[config.mk]
export PLATFORM = sky130hd
export DESIGN_NAME = shift_window
export DESIGN_NICKNAME = d
export VERILOG_FILES = /design/src/rtl/shift_window_pkg.sv /design/src/rtl/shift_window_lane.sv /design/src/rtl/shift_window.sv
export SDC_FILE = /design/constraint.sdc
export NUM_CORES = 1
export LEC_CHECK = 0
export BUFFER_PORTS_ARGS = -buffer_cell sky130_fd_sc_hd__buf_2
export CORE_ASPECT_RATIO = 1.1
export CORE_UTILIZATION = 53
export DETAILED_ROUTE_END_ITERATION = 8
export PLACE_DENSITY = 0.85
export SLEW_MARGIN = 20
export SYNTH_ARGS = -nofsm -noshare
export SYNTH_HDL_FRONTEND = slang
export SYNTH_SLANG_ARGS = --single-unit
[constraint.sdc]
create_clock -name clk -period 2.25 [get_ports clk]
set_input_delay 0.1125 -clock clk [delete_from_list [all_inputs] [get_ports clk]]
set_output_delay 0.1125 -clock clk [all_outputs]
set_load 0.03 [all_outputs]
[src/rtl/shift_window_pkg.sv]
// ============================================================================
// Module      : shift_window_pkg
// Description : Shared types and helpers for the shift_window tap window.
// Revision    : 1.0 - initial release
// ============================================================================
`default_nettype none

package shift_window_pkg;

    typedef enum logic [1:0] {
        MODE_UP     = 2'b00,
        MODE_DOWN   = 2'b01,
        MODE_CENTER = 2'b10,
        MODE_ROTATE = 2'b11
    } mode_e;

    // Size of the up half in centre mode; the odd middle tap belongs to it.
    function automatic int half_up(input int n);
        return (n + 1) / 2;
    endfunction

    // Saturating fill increment. The sum is formed in a 32-bit int, which is
    // wider than the counter, so the addition cannot wrap before the clamp.
    function automatic int fill_sat(input int cnt, input int inc, input int lim);
        int sum;
        sum = cnt + inc;
        return (sum > lim) ? lim : sum;
    endfunction

endpackage

`default_nettype wire

[src/rtl/shift_window_lane.sv]
// ============================================================================
// Module      : shift_window_lane
// Description : One channel's N x B tap chain with up/down/centre/rotate
//               shifting, synchronous clear and a load-all path used for
//               border replication.
// Revision    : 1.0 - initial release
// ============================================================================
`default_nettype none

module shift_window_lane
    import shift_window_pkg::*;
#(
    parameter int N = 11,
    parameter int B = 8
) (
    input  logic                clk,
    input  logic                rst,
    input  logic                i_clr,
    input  logic                i_en,
    input  mode_e               i_mode,
    input  logic                i_load_all,
    input  logic [B-1:0]        i_din,
    output logic [N-1:0][B-1:0] o_taps
);

    localparam int c_N2 = half_up(N);

    logic [N-1:0][B-1:0] r_taps;

    // Tap chain update: clear beats shift, shift beats hold.
    always_ff @(posedge clk) begin
        if (rst || i_clr) begin
            r_taps <= '0;
        end else if (i_en) begin
            if (i_load_all) begin
                for (int i = 0; i < N; i++) r_taps[i] <= i_din;
            end else begin
                case (i_mode)
                    MODE_UP: begin
                        r_taps[0] <= i_din;
                        for (int i = 1; i < N; i++) r_taps[i] <= r_taps[i-1];
                    end
                    MODE_DOWN: begin
                        r_taps[N-1] <= i_din;
                        for (int i = 0; i < N - 1; i++) r_taps[i] <= r_taps[i+1];
                    end
                    MODE_CENTER: begin
                        // Two independent halves; tap N2-1 never reads tap N2.
                        r_taps[0]   <= i_din;
                        for (int i = 1; i < c_N2; i++) r_taps[i] <= r_taps[i-1];
                        r_taps[N-1] <= i_din;
                        for (int i = c_N2; i < N - 1; i++) r_taps[i] <= r_taps[i+1];
                    end
                    default: begin
                        r_taps[0] <= r_taps[N-1];
                        for (int i = 1; i < N; i++) r_taps[i] <= r_taps[i-1];
                    end
                endcase
            end
        end
    end

    assign o_taps = r_taps;

endmodule

`default_nettype wire

[src/rtl/shift_window.sv]
// ============================================================================
// Module      : shift_window
// Description : Multi-channel N-tap window for the convolution datapath.
//               Owns the fill counter, the full flag and the border
//               replication control; C lanes hold the tap data.
//               Optional feature macro: SHIFT_WINDOW_REPLICATE_EN
//               (first write after clear loads din into every tap).
// Revision    : 1.0 - initial release
// ============================================================================
`default_nettype none

module shift_window
    import shift_window_pkg::*;
#(
    parameter int N = 11,
    parameter int B = 8,
    parameter int C = 3
) (
    input  logic                         clk,
    input  logic                         rst,
    input  logic                         en,
    input  logic [1:0]                   mode,
    input  logic                         clr,
    input  logic [C-1:0][B-1:0]          din,
    output logic [N-1:0][C-1:0][B-1:0]   dout,
    output logic [$clog2(N+1)-1:0]       fill_cnt,
    output logic                         full
);

    localparam int c_FW = $clog2(N + 1);

    mode_e                        w_mode;
    int                           w_inc;
    logic [c_FW-1:0]              w_fill_next;
    logic                         w_load_all;
    logic [c_FW-1:0]              r_fill;
    logic [C-1:0][N-1:0][B-1:0]   w_lane_taps;

    assign w_mode = mode_e'(mode);

    // Number of taps a shift newly writes: centre writes both ends.
    always_comb begin
        w_inc = 0;
        case (w_mode)
            MODE_UP:     w_inc = 1;
            MODE_DOWN:   w_inc = 1;
            MODE_CENTER: w_inc = 2;
            default:     w_inc = 0;
        endcase
    end

    assign w_fill_next = c_FW'(fill_sat(int'(r_fill), w_inc, N));

`ifdef SHIFT_WINDOW_REPLICATE_EN
    // Empty window: replicate the first sample across every tap.
    assign w_load_all = en && (r_fill == '0) && (w_mode != MODE_ROTATE);
`else
    assign w_load_all = 1'b0;
`endif

    // Fill counter: counts taps written since the last clear, saturating at N.
    always_ff @(posedge clk) begin
        if (rst || clr) begin
            r_fill <= '0;
        end else if (en) begin
            if (w_load_all) r_fill <= c_FW'(N);
            else            r_fill <= w_fill_next;
        end
    end

    assign fill_cnt = r_fill;
    assign full     = (r_fill == c_FW'(N));

    generate
        for (genvar c = 0; c < C; c++) begin : g_lane
            shift_window_lane #(
                .N (N),
                .B (B)
            ) u_lane (
                .clk        (clk),
                .rst        (rst),
                .i_clr      (clr),
                .i_en       (en),
                .i_mode     (w_mode),
                .i_load_all (w_load_all),
                .i_din      (din[c]),
                .o_taps     (w_lane_taps[c])
            );
            for (genvar i = 0; i < N; i++) begin : g_tap
                assign dout[i][c] = w_lane_taps[c][i];
            end
        end
    endgenerate

endmodule

`default_nettype wire

==> qor.txt <==
post-synth cell types: 26
Mean Syn Cell Area: 9.36 um2
mux share of post-synthesis cell area: 22.3%
CTS Buf Count: 27
total grt overflow: 0
synth top area cells: dfxtp_1 (45%), mux2i_1 (22%), a211oi_1 (7.6%)
#FFs+latches synth: 268
Clock Tree Buf Depth: 3
most common cell in the synthesized netlist: dfxtp_1
maximum number of pins on one net before global-route repair: 113
Synth Area in Compound Gates: 21.3%
# rows: 56
Crit Path Max Fanout: 5
R2R cell count: 6
Multi-input gate area: 0.00586 mm2
core footprint: 0.0216 mm2
Worst-path clk slew: 0.06 ns
Via-to-Cell Ratio: 5.79
Tmin final: 1.73 ns
CP Class: flip-flop to flip-flop
Min Hold Slack: 0.0130 ns
Leak: 6.31 nW
synthesis warning total: 0
dpl hpwl: 22500 um
CTS root buf: clkbuf_16
final setup vio count: 0
RSZ-0062 raised after global routing: no
combinational family with the most area after synthesis: multiplexers
count of antenna-violating nets left after detailed routing: 0
Arrival @ worst endpoint: 2.16 ns
first-pass GRT wire length: 52500 um
GP Congestion: 0.833
H-tree levels: 1
CP startpoint kind: flip-flop
sequential share of the synthesized area: 45.3%
HP Class: primary input to flip-flop
post-synthesis adder-cell area fraction: 0.380%
xor/xnor cell area share of the yosys netlist: 0%
Yosys top cell area share: 45.3%
top cells by count, synth: dfxtp_1 (268), mux2i_1 (264), a21oi_1 (170)
worst slew pin tran: 1.06 ns
Setup crit end kind: flip-flop
Max Transition Viols Final: 0
MaxCap Viol Count: 0
Buf+Inv Stages, Crit Path: 0
final core utilization: 67.6%
CTS tree: yes
CTS sink cnt: 268
IO buf count: 298
non-filler cells, final: 1828
initial core utilization: 54.9%
clk_lat worst skew: 0.54 ns
status: completed
largest area contributor in the netlist: dfxtp_1
fill cell count: 1713
Die Y: 159 um
Die W: 145 um
dpl cell area: 0.0134 mm2
Via Count: 10590
area delta synth->final: 23.2%
critical path depth: 6
Post-synth top flop: dfxtp_1
clock skew: 0.0216 ns
Power Dens Cells: 756 mW/mm2
placed cells: 1752
DR WL/cell: 18.3 um
postcts setup bufs: 0
crit-path leading delay family: adder cells
initial antenna violation count: 0
layout cells sized above 1: 23.9%
Slew HR: 29.4%
number of synthesized flops with an enable pin: 0
cells after synthesis: 1265
crit share post-route: 76.9%
routed wire length: 33500 um
ant diodes: 0
CP Cell Sequence: ha_1, fa_1, and3b_1, a31oi_1, a2bb2oi_1, nor2_1
Peak Freq: 578 MHz
Post-synth ARST share: 0%
Register Area: 0.00537 mm2
Nets: 1552
setup TNS: 0 ns
slowest CP cell: fa_1
peak supply drop: 0.532 mV
first-iteration detailed-routing DRC count: 770
post-synthesis simple-gate area fraction: 5.31%
Hold Path Depth: 4
gr usage total: 28.2%
Die Area: 0.0229 mm2
io pins: 299
Netlist Area Pre-Place: 0.0118 mm2
drt first pass iters: 5
number of remaining DRC errors: 0
crit-path max cell delay: 0.47 ns
required time of the critical path: 2.68 ns
Final Cell Area: 0.0146 mm2
vias in the first global route: 9718
Synthesized Nets: 1298
Final Hold Viols: 0
## report_power, final
| part | switching, W | internal [W] |
|---|---|---|
| combinational | 0.000968 | 0.000534 |
| sequential | 0.000198 | 0.00491 |
| clock | 0.00187 | 0.00255 |
## sequential cells by signal, summed over array words and instances (netlist names)
| register | count |
|---|---|
| fill_cnt | 4 |
| g_lane.u_lane.o_taps | 264 |
## final cells by class
type                            instances  area share [%]
Clock inverter                          8           0.489
Clock buffer                           40            5.45
Multi-Input combinational cell        868            40.2
Tap cell                              290            2.49
Sequential cell                       268            36.8
Inverter                                5           0.129
Timing Repair Buffer                  349            14.5
## worst reg2reg max path, delay by kind of cell (launching register included)
family / cells / cell delay [ns]
AOI/OAI and AO/OA: 2 / 0.34
adders and majority gates: 2 / 0.71
DFF: 1 / 0.34
and+or+nand+nor: 2 / 0.25
## cell families (layout without fill, tap and decap cells)
group | Yosys count | count (layout)
flops | 268 | 268
compound gates | 442 | 442
mux | 264 | 264
simple gates | 159 | 159
buf+inv | 129 | 402
fa+ha+maj | 3 | 3
## per-layer routing
metal / global-route usage [%] / up-vias / wire (um)
met5: 0 / - / 0
met4: 12.0 / 0 / 1210
met3: 4.19 / 88 / 1870
met2: 45.9 / 402 / 16000
met1: 36.7 / 4978 / 14500
li1: - / 5122 / -
## final timing paths
kind,slack [ns],from,endpoint
min reg2reg,0.52,g_lane[0].u_lane.o_taps[35]$_SDFFE_PP0P_,g_lane[0].u_lane.o_taps[35]$_SDFFE_PP0P_
min,0.01,clr,fill_cnt[1]$_SDFFE_PP0P_
max,0.52,fill_cnt[0]$_SDFFE_PP0P_,fill_cnt[2]$_SDFFE_PP0P_
max reg2reg,0.52,fill_cnt[0]$_SDFFE_PP0P_,fill_cnt[2]$_SDFFE_PP0P_
## placed cells by master (no fill, tap or decap), drive strengths merged, types with 2 or more instances in the layout
cell type | synthesis | final
a211oi | 120 | 120
inv | 5 | 6
nor2b | 2 | 2
nor3 | 2 | 2
mux2i | 264 | 264
ha | 2 | 2
a21oi | 170 | 170
dlygate4sd3 | 0 | 28
a31oi | 3 | 3
or2 | 2 | 2
clkbuf | 82 | 40
buf | 42 | 321
o21ai | 147 | 147
dfxtp | 268 | 268
clkinv | 0 | 5
nor2 | 148 | 148
## stage by stage
stage | setup slack, ns | total power [W]
2_1_floorplan | 0.399 | 0.00626
3_3_place_gp | 0.513 | 0.00662
3_5_place_dp | 0.427 | 0.00666
4_1_cts | 0.528 | 0.0111
5_1_grt | 0.421 | 0.0114
6_report | 0.519 | 0.0110
## what timing repair did
action	in CTS	in global routing
hold buffers	28	0
setup endpoints to repair	0	0
resized for setup	0	0
endpoints found under the hold margin	29	0
No activity file was read; power rests on OpenSTA's default activity.
